===== config.mk =====
export PLATFORM = sky130hd
export DESIGN_NAME = alu_muldiv_seq
export DESIGN_NICKNAME = d
export VERILOG_FILES = /design/src/rtl/alu_pkg.sv /design/src/rtl/alu_basic_comb.sv /design/src/rtl/alu_muldiv_seq.sv
export SDC_FILE = /design/constraint.sdc
export NUM_CORES = 1
export LEC_CHECK = 0
export BUFFER_PORTS_ARGS = -buffer_cell sky130_fd_sc_hd__buf_2
export CAP_MARGIN = 10
export CORE_MARGIN = 2
export CORE_UTILIZATION = 33
export DETAILED_ROUTE_END_ITERATION = 10
export GPL_TIMING_DRIVEN = 0
export PLACE_DENSITY_LB_ADDON = 0.1
export SYNTH_ARGS = -nofsm -noshare
export SYNTH_HDL_FRONTEND = slang
export SYNTH_HIERARCHICAL = 1
export SYNTH_SLANG_ARGS = --single-unit
export TNS_END_PERCENT = 20

===== constraint.sdc =====
create_clock -name CLK -period 5.9 [get_ports CLK]
set_input_delay 0.59 -clock CLK [delete_from_list [all_inputs] [get_ports CLK]]
set_output_delay 0.59 -clock CLK [all_outputs]
set_load 0.005 [all_outputs]

===== src/rtl/alu_pkg.sv =====
`default_nettype none
// ============================================================================
//  Package     : alu_pkg
//  Description : Shared types for the RV32IM execute-stage ALU. Holds the
//                5-bit operation encoding, the sequencer state encoding and
//                the helper that flags M-extension opcodes.
//  Revision    : 1.0  initial release
// ============================================================================
package alu_pkg;

   // Operation codes. Bit 4 marks the M-extension group (16..23).
   typedef enum logic [4:0] {
      OP_FWD    = 5'd0,
      OP_ADD    = 5'd1,
      OP_SUB    = 5'd2,
      OP_AND    = 5'd3,
      OP_OR     = 5'd4,
      OP_XOR    = 5'd5,
      OP_SLL    = 5'd6,
      OP_SRL    = 5'd7,
      OP_SRA    = 5'd8,
      OP_SLT    = 5'd9,
      OP_SLTU   = 5'd10,
      OP_MUL    = 5'd16,
      OP_MULH   = 5'd17,
      OP_MULHSU = 5'd18,
      OP_MULHU  = 5'd19,
      OP_DIV    = 5'd20,
      OP_DIVU   = 5'd21,
      OP_REM    = 5'd22,
      OP_REMU   = 5'd23
   } alu_op_e;

   // Sequencer states for the iterative multiply/divide path.
   typedef enum logic [1:0] {
      ST_IDLE = 2'd0,
      ST_MUL  = 2'd1,
      ST_DIV  = 2'd2,
      ST_DONE = 2'd3
   } alu_state_e;

   // M-extension group test. Codes 24..31 also have bit 4 set; the top
   // qualifies this with bit 3 so those stay undefined single-cycle codes.
   function automatic logic is_muldiv(input logic [4:0] op);
      return op[4];
   endfunction

endpackage
`default_nettype wire


===== src/rtl/alu_basic_comb.sv =====
`default_nettype none
// ============================================================================
//  Module      : alu_basic_comb
//  Description : Purely combinational single-cycle ALU operations
//                (FWD, ADD, SUB, AND, OR, XOR, SLL, SRL, SRA, SLT, SLTU).
//                Any other code yields zero.
//  Ports       : op_i  operation code (alu_op_e encoding)
//                a_i   operand rs1
//                b_i   operand rs2/imm; shifts use b_i[SHW-1:0]
//                y_o   combinational result
//  Revision    : 1.0  initial release
// ============================================================================
module alu_basic_comb
   import alu_pkg::*;
#(
   parameter int WIDTH = 32
) (
   input  logic [4:0]       op_i,
   input  logic [WIDTH-1:0] a_i,
   input  logic [WIDTH-1:0] b_i,
   output logic [WIDTH-1:0] y_o
);

   localparam int SHW = $clog2(WIDTH);

   logic [SHW-1:0] w_shamt;
   logic           w_slt;
   logic           w_sltu;

   // Shift amount is taken modulo WIDTH, as RV32I does.
   assign w_shamt = b_i[SHW-1:0];
   assign w_slt   = ($signed(a_i) < $signed(b_i));
   assign w_sltu  = (a_i < b_i);

   always_comb begin
      y_o = '0;
      case (op_i)
         OP_FWD:  y_o = b_i;
         OP_ADD:  y_o = a_i + b_i;
         OP_SUB:  y_o = a_i - b_i;
         OP_AND:  y_o = a_i & b_i;
         OP_OR:   y_o = a_i | b_i;
         OP_XOR:  y_o = a_i ^ b_i;
         OP_SLL:  y_o = a_i << w_shamt;
         OP_SRL:  y_o = a_i >> w_shamt;
         OP_SRA:  y_o = $signed(a_i) >>> w_shamt;
         OP_SLT:  y_o = {{(WIDTH-1){1'b0}}, w_slt};
         OP_SLTU: y_o = {{(WIDTH-1){1'b0}}, w_sltu};
         default: y_o = '0;
      endcase
   end

endmodule
`default_nettype wire


===== src/rtl/alu_muldiv_seq.sv =====
`default_nettype none
// ============================================================================
//  Module      : alu_muldiv_seq
//  Description : RV32IM execute-stage ALU. Basic operations complete in one
//                registered cycle; multiply/divide run on a shift-add /
//                restoring-division sequencer over operand magnitudes with a
//                sign fix-up at DONE. Divide-by-zero and signed overflow
//                bypass the iteration.
//  Build macro : ALU_MUL_FAST_EN - when defined, the four multiply ops are
//                computed combinationally with single-cycle latency and the
//                MUL state is never entered. Results are identical.
//  Ports       : CLK        rising-edge clock
//                RESET_N    asynchronous active-low reset
//                IN_VALID   operation request
//                IN_READY   high only in IDLE
//                SELECT     operation code (alu_op_e)
//                DATA1      rs1 / dividend / multiplicand
//                DATA2      rs2/imm / divisor / multiplier
//                OUT_VALID  one-cycle pulse, RESULT valid
//                RESULT     registered result, held until next completion
//                ZERO       registered (RESULT == 0)
//                BUSY       multi-cycle operation in flight
//  Revision    : 1.0  initial release
// ============================================================================
module alu_muldiv_seq
   import alu_pkg::*;
#(
   parameter int WIDTH = 32
) (
   input  logic             CLK,
   input  logic             RESET_N,
   input  logic             IN_VALID,
   output logic             IN_READY,
   input  logic [4:0]       SELECT,
   input  logic [WIDTH-1:0] DATA1,
   input  logic [WIDTH-1:0] DATA2,
   output logic             OUT_VALID,
   output logic [WIDTH-1:0] RESULT,
   output logic             ZERO,
   output logic             BUSY
);

   localparam int CW = $clog2(WIDTH);
   localparam logic [WIDTH-1:0] C_MIN = {1'b1, {(WIDTH-1){1'b0}}};

   // ---------------------------------------------------------------- state
   alu_state_e         state_q,  state_d;
   logic [2*WIDTH-1:0] acc_q,    acc_d;     // product, or {remainder, quotient}
   logic [WIDTH-1:0]   b_q,      b_d;       // multiplicand / divisor magnitude
   alu_op_e            op_q,     op_d;
   logic               neg_q,    neg_d;     // result needs negation at DONE
   logic               fast_q,   fast_d;    // acc_q low half holds final answer
   logic [CW-1:0]      cnt_q,    cnt_d;
   logic [WIDTH-1:0]   result_q, result_d;
   logic               zero_q,   zero_d;
   logic               valid_q,  valid_d;

   // ------------------------------------------------------ operand decode
   logic             w_accept;
   logic             w_sel_m;
   logic             w_is_div;
   logic             w_is_mul;
   logic             w_iter_mul;
   logic             w_s1;
   logic             w_s2;
   logic             w_neg1;
   logic             w_neg2;
   logic             w_neg_res;
   logic [WIDTH-1:0] w_mag1;
   logic [WIDTH-1:0] w_mag2;
   logic             w_div0;
   logic             w_ovf;
   logic [WIDTH-1:0] w_fast_val;
   logic [WIDTH-1:0] w_basic;
   logic [WIDTH-1:0] w_single;

   assign w_accept = IN_VALID && (state_q == ST_IDLE);
   assign w_sel_m  = is_muldiv(SELECT) && !SELECT[3];
   assign w_is_div = w_sel_m && SELECT[2];
   assign w_is_mul = w_sel_m && !SELECT[2];

   assign w_s1 = (SELECT == OP_MULH) || (SELECT == OP_MULHSU) ||
                 (SELECT == OP_DIV)  || (SELECT == OP_REM);
   assign w_s2 = (SELECT == OP_MULH) || (SELECT == OP_DIV) || (SELECT == OP_REM);

   assign w_neg1 = w_s1 && DATA1[WIDTH-1];
   assign w_neg2 = w_s2 && DATA2[WIDTH-1];
   // Negating MIN yields MIN, which read unsigned is the correct magnitude.
   assign w_mag1 = w_neg1 ? -DATA1 : DATA1;
   assign w_mag2 = w_neg2 ? -DATA2 : DATA2;
   // Remainder follows the dividend; everything else follows sign1^sign2.
   assign w_neg_res = ((SELECT == OP_REM) || (SELECT == OP_REMU)) ? w_neg1
                                                                  : (w_neg1 ^ w_neg2);

   assign w_div0 = (DATA2 == '0);
   assign w_ovf  = ((SELECT == OP_DIV) || (SELECT == OP_REM)) &&
                   (DATA1 == C_MIN) && (DATA2 == '1);
   // SELECT[1] separates REM/REMU from DIV/DIVU. On overflow DATA1 is MIN,
   // which is exactly the DIV answer.
   assign w_fast_val = SELECT[1] ? (w_div0 ? DATA1 : '0)
                                 : (w_div0 ? '1    : DATA1);

   alu_basic_comb #(
      .WIDTH (WIDTH)
   ) u_basic (
      .op_i (SELECT),
      .a_i  (DATA1),
      .b_i  (DATA2),
      .y_o  (w_basic)
   );

   // ------------------------------------------------------- iteration step
   // The accept edge performs the first step straight from the input
   // magnitudes; the remaining WIDTH-1 steps run in MUL/DIV.
   logic               w_idle;
   logic               w_step_div;
   logic [2*WIDTH-1:0] w_src;
   logic [WIDTH-1:0]   w_src_b;
   logic [WIDTH:0]     w_mul_sum;
   logic [2*WIDTH-1:0] w_mul_next;
   logic [WIDTH:0]     w_div_tmp;
   logic               w_div_ge;
   logic [WIDTH-1:0]   w_div_rem;
   logic [2*WIDTH-1:0] w_div_next;
   logic [2*WIDTH-1:0] w_step_next;

   assign w_idle     = (state_q == ST_IDLE);
   assign w_step_div = w_idle ? w_is_div : (state_q == ST_DIV);
   assign w_src      = w_idle ? {{WIDTH{1'b0}}, (w_is_div ? w_mag1 : w_mag2)} : acc_q;
   assign w_src_b    = w_idle ? (w_is_div ? w_mag2 : w_mag1) : b_q;

   // Shift-add: conditionally add multiplicand to the upper half, shift right.
   assign w_mul_sum  = {1'b0, w_src[2*WIDTH-1:WIDTH]} +
                       (w_src[0] ? {1'b0, w_src_b} : {(WIDTH+1){1'b0}});
   assign w_mul_next = {w_mul_sum, w_src[WIDTH-1:1]};

   // Restoring division: shift next dividend bit into the partial remainder.
   // The remainder stays below the divisor, so the difference fits WIDTH bits.
   assign w_div_tmp  = {w_src[2*WIDTH-1:WIDTH], w_src[WIDTH-1]};
   assign w_div_ge   = (w_div_tmp >= {1'b0, w_src_b});
   assign w_div_rem  = w_div_ge ? (w_div_tmp[WIDTH-1:0] - w_src_b) : w_div_tmp[WIDTH-1:0];
   assign w_div_next = {w_div_rem, w_src[WIDTH-2:0], w_div_ge};

   assign w_step_next = w_step_div ? w_div_next : w_mul_next;

   // ------------------------------------------------------- sign fix-up
   logic [2*WIDTH-1:0] w_fin_acc;
   alu_op_e            w_fin_op;
   logic               w_fin_neg;
   logic [2*WIDTH-1:0] w_fin_full;
   logic [WIDTH-1:0]   w_fin_hi;
   logic [WIDTH-1:0]   w_fin_res;

`ifdef ALU_MUL_FAST_EN
   logic [2*WIDTH-1:0] w_fast_prod;

   assign w_fast_prod = {{WIDTH{1'b0}}, w_mag1} * {{WIDTH{1'b0}}, w_mag2};
   // In IDLE the fix-up operates on the combinational product of the
   // request being accepted; otherwise on the divide sequencer's result.
   assign w_fin_acc  = w_idle ? w_fast_prod : acc_q;
   assign w_fin_op   = w_idle ? alu_op_e'(SELECT) : op_q;
   assign w_fin_neg  = w_idle ? w_neg_res : neg_q;
   assign w_single   = w_is_mul ? w_fin_res : w_basic;
   assign w_iter_mul = 1'b0;
`else
   assign w_fin_acc  = acc_q;
   assign w_fin_op   = op_q;
   assign w_fin_neg  = neg_q;
   assign w_single   = w_basic;
   assign w_iter_mul = w_is_mul;
`endif

   // Low half of a negated 2W value equals the negated low half, so the
   // quotient reuses w_fin_full; the remainder needs its own negation.
   assign w_fin_full = w_fin_neg ? -w_fin_acc : w_fin_acc;
   assign w_fin_hi   = w_fin_neg ? -w_fin_acc[2*WIDTH-1:WIDTH] : w_fin_acc[2*WIDTH-1:WIDTH];

   always_comb begin
      w_fin_res = '0;
      case (w_fin_op)
         OP_MUL:                        w_fin_res = w_fin_full[WIDTH-1:0];
         OP_MULH, OP_MULHSU, OP_MULHU:  w_fin_res = w_fin_full[2*WIDTH-1:WIDTH];
         OP_DIV, OP_DIVU:               w_fin_res = w_fin_full[WIDTH-1:0];
         OP_REM, OP_REMU:               w_fin_res = w_fin_hi;
         default:                       w_fin_res = '0;
      endcase
   end

   // ------------------------------------------------------ FSM next state
   always_comb begin
      state_d  = state_q;
      acc_d    = acc_q;
      b_d      = b_q;
      op_d     = op_q;
      neg_d    = neg_q;
      fast_d   = fast_q;
      cnt_d    = cnt_q;
      result_d = result_q;
      zero_d   = zero_q;
      valid_d  = 1'b0;

      case (state_q)
         ST_IDLE: begin
            if (w_accept) begin
               op_d = alu_op_e'(SELECT);
               if (w_is_div && (w_div0 || w_ovf)) begin
                  state_d = ST_DONE;
                  fast_d  = 1'b1;
                  acc_d   = {{WIDTH{1'b0}}, w_fast_val};
               end else if (w_is_div || w_iter_mul) begin
                  state_d = w_is_div ? ST_DIV : ST_MUL;
                  fast_d  = 1'b0;
                  acc_d   = w_step_next;
                  b_d     = w_is_div ? w_mag2 : w_mag1;
                  neg_d   = w_neg_res;
                  // Count WIDTH-1 was consumed by the accept-edge step.
                  cnt_d   = CW'(WIDTH-2);
               end else begin
                  result_d = w_single;
                  zero_d   = (w_single == '0);
                  valid_d  = 1'b1;
               end
            end
         end

         ST_MUL, ST_DIV: begin
            acc_d = w_step_next;
            if (cnt_q == '0) begin
               state_d = ST_DONE;
            end else begin
               cnt_d = cnt_q - 1'b1;
            end
         end

         ST_DONE: begin
            result_d = fast_q ? acc_q[WIDTH-1:0] : w_fin_res;
            zero_d   = fast_q ? (acc_q[WIDTH-1:0] == '0) : (w_fin_res == '0);
            valid_d  = 1'b1;
            state_d  = ST_IDLE;
         end

         default: state_d = ST_IDLE;
      endcase
   end

   // ------------------------------------------------------- state register
   always_ff @(posedge CLK or negedge RESET_N) begin
      if (!RESET_N) begin
         state_q  <= ST_IDLE;
         acc_q    <= '0;
         b_q      <= '0;
         op_q     <= OP_FWD;
         neg_q    <= 1'b0;
         fast_q   <= 1'b0;
         cnt_q    <= '0;
         result_q <= '0;
         zero_q   <= 1'b1;
         valid_q  <= 1'b0;
      end else begin
         state_q  <= state_d;
         acc_q    <= acc_d;
         b_q      <= b_d;
         op_q     <= op_d;
         neg_q    <= neg_d;
         fast_q   <= fast_d;
         cnt_q    <= cnt_d;
         result_q <= result_d;
         zero_q   <= zero_d;
         valid_q  <= valid_d;
      end
   end

   assign IN_READY  = (state_q == ST_IDLE);
   assign BUSY      = (state_q != ST_IDLE);
   assign OUT_VALID = valid_q;
   assign RESULT    = result_q;
   assign ZERO      = zero_q;

endmodule
`default_nettype wire


# After elaboration in Yosys (flattened, before gate mapping)
# Index checks and enable logic that the tools add are counted.
# word_totals
ff_bits,144
in_bits,72
out_inout_bits,36
elab_cells,156
# op_classes
add_sub_neg,9
n_lt_le_gt_ge,3
eq_ne,35
shifts,3
mux,49
bitwise_logic,5
reduce_logical,42
# ops
op,n
two-way mux 32 bit,15
two-way mux 64 bit,6
one-hot mux 32 bit (11 select lines),1
zero test 32 bit,4
one-hot mux 64 bit (2 select lines),1
negation 32 bit,3
one-hot mux 32 bit (3 select lines),1
"equality test 5 bit, second input constant",13
"equality test 32 bit, second input constant",2
less-than comparator 32 bit,2
negation 64 bit,1
one-hot mux 32 bit (2 select lines),1
subtractor 32 bit,2
adder 32 x 32 -> 33 bit,1
>= comparator 33 x 32 -> 1 bit,1
adder 32 bit,1
AND 32 bit,1
OR 32 bit,1
left shift 32 x 5 -> 32 bit,1
right shift 32 x 5 -> 32 bit,1
>>> shifter 32 x 5 -> 32 bit,1
XOR 32 bit,1
"equality test 5 x 3 -> 1 bit, second input constant",4
two-way mux 5 bit,4
other kinds (28),77

# Logic depth before layout (Yosys ltp)
# logic_depth
ltp_word,15
mapped_depth,23
depth_no_buf,21

# Modules after synthesis
# The synthesis kept the hierarchy.
# modules_own_cells
mod,n_inst,cells_per_inst,area_per_inst_um2,seq_area_each_um2
alu_muldiv_seq,1,2469,17565.6,3604.7
alu_basic_comb,1,1347,9080.0,0.0

# Least setup slack after synthesis
# Ideal clock, no wire load.
# synth_timing
kind,register -> register
startpoint,register state_q[0]
endpoint,register acc_q[63]
setup_time_ns,0.137
t_arrival_ns,5.339
required_time_ns,5.763
slack_ns,0.424
path_stages_with_launch,20
n_path_buf,4
synth_period_minus_slack_ns,5.476
cell_sequence,dfrtp_1 > inv_1 > ha_1 > clkbuf_1 > clkbuf_1 > clkbuf_1 > clkbuf_1 > mux2i_1 > nor2_1 > fa_1 > a211oi_1 > o21ai_0 > o2111ai_1 > a211o_1 > a21oi_1 > o311ai_0 > o21ai_0 > a211o_1 > a2111oi_0 > nor3_1
# synth_between
elab_chain_len,9
elab_cells_between_ends,22
cone_classes,add/sub (2); order compare (1); eq/ne (4); mux (10); reduce/logical (5)
# synth_lines
item,line,text
start: declaration,alu_muldiv_seq.sv:47,"alu_state_e state_q, state_d;"
start signal: assignment,alu_muldiv_seq.sv:260,state_q <= state_d;
zero test 2 bit *,-,
named net IN_READY,alu_muldiv_seq.sv:33,"output logic IN_READY,"
two-way mux 32 bit / two-way mux 64 bit (equally long branches),"alu_muldiv_seq.sv:130, alu_muldiv_seq.sv:129",
"two-way mux 32 bit, or another cell as far along",alu_muldiv_seq.sv:134,"(w_src[0] ? {1'b0, w_src_b} : {(WIDTH+1){1'b0}});"
adder 32 x 32 -> 33 bit / two-way mux 32 bit (equally long branches),"alu_muldiv_seq.sv:133, alu_muldiv_seq.sv:141",
two-way mux 64 bit,alu_muldiv_seq.sv:144,assign w_step_next = w_step_div ? w_div_next : w_mul_next;
two-way mux 64 bit,alu_muldiv_seq.sv:210,end else if (w_is_div || w_iter_mul) begin
two-way mux 64 bit,alu_muldiv_seq.sv:206,if (w_is_div && (w_div0 || w_ovf)) begin
two-way mux 64 bit,alu_muldiv_seq.sv:204,if (w_accept) begin
one-hot mux 64 bit (2 select lines),alu_muldiv_seq.sv:202,case (state_q)
end signal: assignment,alu_muldiv_seq.sv:250,acc_q <= '0;
end signal: assignment,alu_muldiv_seq.sv:261,acc_q <= acc_d;
end: declaration,alu_muldiv_seq.sv:48,"logic [2*WIDTH-1:0] acc_q, acc_d;"
# The timed path passes the listed nets; every way through them passes the cells marked *. The select of a mux whose other input is x is not followed.
# A chain may end at the register's enable or synchronous reset.

# Worst setup path after layout
# layout_timing
startpoint,input SELECT[4]
endpoint,register acc_q[34]
# layout_between
elab_chain_len,15
elab_cells_between_ends,39
cone_classes,add/sub (2); order compare (1); eq/ne (5); mux (14); reduce/logical (17)
# layout_lines
item,line,text
start: declaration,alu_muldiv_seq.sv:34,"input logic [4:0] SELECT,"
equality test 5 bit (on tied branches),"alu_muldiv_seq.sv:82, alu_muldiv_seq.sv:84",
logical OR 1 bit (2 in series),alu_muldiv_seq.sv:82,assign w_s1 = (SELECT == OP_MULH) || (SELECT == OP_MULHSU) ||
logical OR 1 bit,alu_muldiv_seq.sv:83,(SELECT == OP_DIV) || (SELECT == OP_REM);
logical AND 1 bit,alu_muldiv_seq.sv:86,assign w_neg1 = w_s1 && DATA1[WIDTH-1];
two-way mux 32 bit,alu_muldiv_seq.sv:89,assign w_mag1 = w_neg1 ? -DATA1 : DATA1;
two-way mux 32 bit (on tied branches),"alu_muldiv_seq.sv:130, alu_muldiv_seq.sv:129",
two-way mux 32 bit / two-way mux 64 bit (equally long branches),"alu_muldiv_seq.sv:130, alu_muldiv_seq.sv:129",
"two-way mux 32 bit, or another cell as far along",alu_muldiv_seq.sv:134,
adder 32 x 32 -> 33 bit / two-way mux 32 bit (equally long branches),"alu_muldiv_seq.sv:133, alu_muldiv_seq.sv:141",
two-way mux 64 bit,alu_muldiv_seq.sv:144,
two-way mux 64 bit,alu_muldiv_seq.sv:210,
two-way mux 64 bit,alu_muldiv_seq.sv:206,
two-way mux 64 bit,alu_muldiv_seq.sv:204,
one-hot mux 64 bit (2 select lines),alu_muldiv_seq.sv:202,
# Parallel ways exist; a longest one is shown, timed or not. The select of a mux whose other input is x is not followed.

==> metrics.txt <==
run status=complete, but fails checks; failing checks=negative setup slack; power density normalized to cell area=about 520 nW/um^2; starting density of the core=33.2%; sequential fraction of the synthesis area=13.5%; EDFF count, synth=0; later-pin clock latency in the skew report=approximately 0.48 ns; crit share post-route=100%; transition time of the tightest slew-check pin=1.23 ns; root buf cell=sky130_fd_sc_hd__clkbuf_16; adder-cell area share of the yosys netlist=slightly below 9%; share of total power consumed by net switching=59.9%; number of buffers between clock root and the deepest sink=2; endpoint of the most critical register-to-register path=acc_q[34]; hold-critical path depth=2; dominant cell by count in the synthesized netlist=sky130_fd_sc_hd__nand2_1; most common library cells after synthesis=511 x sky130_fd_sc_hd__nand2_1, 378 x sky130_fd_sc_hd__nor2_1, 316 x sky130_fd_sc_hd__a21oi_1, 272 x sky130_fd_sc_hd__o21ai_0, 234 x sky130_fd_sc_hd__clkbuf_1; unrepaired setup endpoints after global routing=yes; total DRC errors in the routed layout=0; overall overflow remaining after global route=0; overall power after layout=15600 uW; placeable core area=~80000 um^2; reported net switching power=9350 uW; final WL=161 mm; Synth area leaders=sky130_fd_sc_hd__dfrtp_1 13%, sky130_fd_sc_hd__ha_1 8.3%, sky130_fd_sc_hd__nand2_1 7.2%; area leader, netlist=sky130_fd_sc_hd__dfrtp_1; CTS buffer count=17; height of the chip=a little under 300 um; area growth from synthesis to final layout=11.5%; maximum cell stage delay along the critical path=0.56 ns; Worst Min Path Start=b_q[18]; DR vias=33000; Sinks on Clock Net=144; routed length per instance=32.1 um; Worst Path Max Fanout=11; count of buffers from port buffering=between 100 and 150; I/O pin count=roughly 110; Fillers=8797; proportion of power drawn by combinational gates=80.7%; arrival time at the worst endpoint=~6.3 ns; clock slew at the register clock pins of the worst setup and hold paths=0.07 ns; Post-Place Setup Slack=-2.40 ns; count of nets after finishing=4198; cell with the biggest individual delay on the critical path=sky130_fd_sc_hd__buf_1; final-report setup violation count=1; ys flop type=sky130_fd_sc_hd__dfrtp_1; dominant combinational cell family by area after synthesis=compound AO/OA/AOI/OAI gates; flop2flop setup slack=0.08 ns; crit path capture type=flop; multiplexer fraction of the synthesized cell area=10.7%; synthesized flop and latch total=144; pin count of the biggest net entering global routing=110; proportion of power drawn by flip-flops and latches=12.0%; f_max=169 MHz; cell area after technology mapping=26600 um^2; placed cell area=28500 um^2; detailed router's first-iteration violation count=4328; total routing usage reported by global routing=37.7%; number of detailed-routing iterations run before antenna repair=6; depth of the CTS H-tree=4; floorplan row count=104; worst setup margin=-0.0126 ns; Final Critical Period=roughly 6 ns; Data required, critical path=around 6.2 ns; Compound-Gate Fraction of Synth Area=30.1%; cells on worst reg2reg path=19; final design instance area without fill=a little under 30000 um^2; Hold/Removal Path Class=flop to flop; cells after synthesis=roughly 3800; antenna violations before repair=4; share of async-settable or async-resettable flops after synthesis=100%; Clock Skew=0.0160 ns; internal power contribution=6250 uW; Net Count, Synth=4069; worst max-slew margin expressed relative to the limit=17.4%; xor/xnor share of the synthesized area=4.83%; final hold vios=0; CTS tree=done; vias in the first global route=30100; Avg Inst Size Synth=about 7 um^2; total leakage power=between 0.01 and 0.015 uW; fraction of layout instances using a drive strength above 1=9.27%; detailed-route vias per instance=~6.6; Min-Delay Endpoint=b_q[18]; count of unique library cells instantiated by Yosys=113; width of the chip=288 um; WS Path Type=input pin to flop; CP most frequent cell=sky130_fd_sc_hd__nand4_1; synthesis warning total=6; Detail Route Antenna Nets=0; Crit Reg-Reg Startpoint=state_q[0]; fraction of synthesized cell area taken by the top area cell type=13.4%; Slew Viols, Final=0; Worst setup SP type=input pin; number of violations of the max-capacitance limit=0; routability congestion estimate from global placement=1.02; CP cell instances=buf_2 -> nor2b_4 -> and2_1 -> clkbuf_1 -> buf_1 -> o211ai_1 -> o21a_1 -> nor2_1 -> a21oi_2 -> ha_1 -> nand4_1 -> nor4_4 -> nand4_1 -> nand4_1 -> a41o_1 -> buf_2 -> clkbuf_4 -> a211oi_1 -> a31oi_1 -> o21ai_0; Clock Power Share=between 7 and 8%; IR drop worst, VDD=0.000233 V; share of synthesized cell area in and, or, nand and nor gates=25.5%; floorplan die area=83000 um^2; wire length of the first global-routing pass=226 mm; HPWL after DPL=129 mm
==> flip-flops by register name, summed over array words and instances, names as in the netlist, 2 cells and up <==
signal and cells:
acc_q 64, cnt_q 5, state_q 2, b_q 32, op_q 5, RESULT 32
==> per-layer routing <==
layer / global-route usage (%) / wire length [um] / vias to the layer above
met5: 0 / 31 / -
met3: 7.13 / 16500 / 317
li1: - / - / 14400
met2: 56.2 / 68300 / 2009
met4: 13.8 / 6480 / 6
met1: 53.8 / 69800 / 16300
==> cell families after synthesis <==
logic type / count (synthesis)
XOR/XNOR: 146
multiplexers: 241
AND/OR/NAND/NOR: 1442
flip-flops: 144
AO/OA/AOI/OAI: 1226
adder cells (fa/ha/maj): 182
buffers and inverters: 435
==> critical path: cells and delay by family <==
kind	cells	cell delay, ns
buffers and inverters	5	1.95
AND/OR/NAND/NOR	7	1.90
adder cells (fa/ha/maj)	1	0.45
AO/OA/AOI/OAI	7	1.33
==> cell type report <==
| cell class | instances | area (um^2) | share of cell area, % |
|---|---|---|---|
| clock buffers | 19 | 453 | 1.52 |
| repair buffers | 119 | 658 | 2.21 |
| flip-flops and latches | 144 | 3600 | 12.1 |
| diodes | 1 | 2.50 | 0.00842 |
| multi-input cells | 3237 | 21700 | 73.2 |
| plain buffers | 296 | 1300 | 4.39 |
| clock inverters | 12 | 133 | 0.446 |
| inverters | 130 | 495 | 1.67 |
| well taps | 1060 | 1330 | 4.46 |
==> through the flow <==
stage / hold WS [ns] / TNS [ns] / std cells / util [%]
floorplan: 0.294 / 0 / 3816 / -
global placement: 0.460 / -73.81 / 4983 / 35.5
detailed placement: 0.463 / -72.75 / 4985 / 35.6
CTS: 0.480 / -0.00988 / 5014 / 36.7
global route: 0.490 / -0.420 / 5017 / 37.0
finish: 0.479 / -0.0126 / 5018 / 37.0
==> worst max-delay path by stage <==
stage                           from   endpoint  slack (ns)  cells after the start
after CTS                   DATA2[1]       ZERO       -0.01                     20
after global routing       DATA2[14]  acc_q[33]       -0.11                     21
after global placement    state_q[0]  acc_q[63]       -2.41                     19
after floorplan           state_q[0]  acc_q[63]        0.42                     19
final                      SELECT[4]  acc_q[34]       -0.01                     20
after detailed placement  state_q[0]  acc_q[63]       -2.40                     19
==> placed cells by master (no fill, tap or decap), types with 47 or more instances in the layout <==
cell,Yosys,final
sky130_fd_sc_hd__nor2b_1,52,51
sky130_fd_sc_hd__a21oi_1,316,310
sky130_fd_sc_hd__clkbuf_1,234,208
sky130_fd_sc_hd__inv_1,128,126
sky130_fd_sc_hd__o31ai_1,53,50
sky130_fd_sc_hd__buf_2,16,127
sky130_fd_sc_hd__nor3_1,94,90
sky130_fd_sc_hd__xnor2_1,77,76
sky130_fd_sc_hd__a211oi_1,67,67
sky130_fd_sc_hd__mux2i_1,180,158
sky130_fd_sc_hd__nor4_1,53,48
sky130_fd_sc_hd__nand2_1,511,511
sky130_fd_sc_hd__a21o_1,47,47
sky130_fd_sc_hd__ha_1,177,175
sky130_fd_sc_hd__nand3_1,89,88
sky130_fd_sc_hd__nor2_1,378,378
sky130_fd_sc_hd__o21ai_0,272,269
sky130_fd_sc_hd__dfrtp_1,143,143
sky130_fd_sc_hd__xor2_1,68,68
==> what timing repair did <==
action                                 CTS  global route
setup endpoints to repair               41            33
setup buffers                            1             8
hold buffers                             1             0
resized for setup                       83            52
pin swaps                                2             5
endpoints found under the hold margin   34             0
==> power by group through the flow <==
stage	Clock [uW]	Combinational, uW	Sequential [uW]
after floorplan	0	7700	1750
after global placement	0	12000	1860
after detailed placement	0	11900	1860
after CTS	1160	12100	1860
after global routing	1190	13400	1930
final	1130	12600	1880
(Power assumes the default switching activity.)
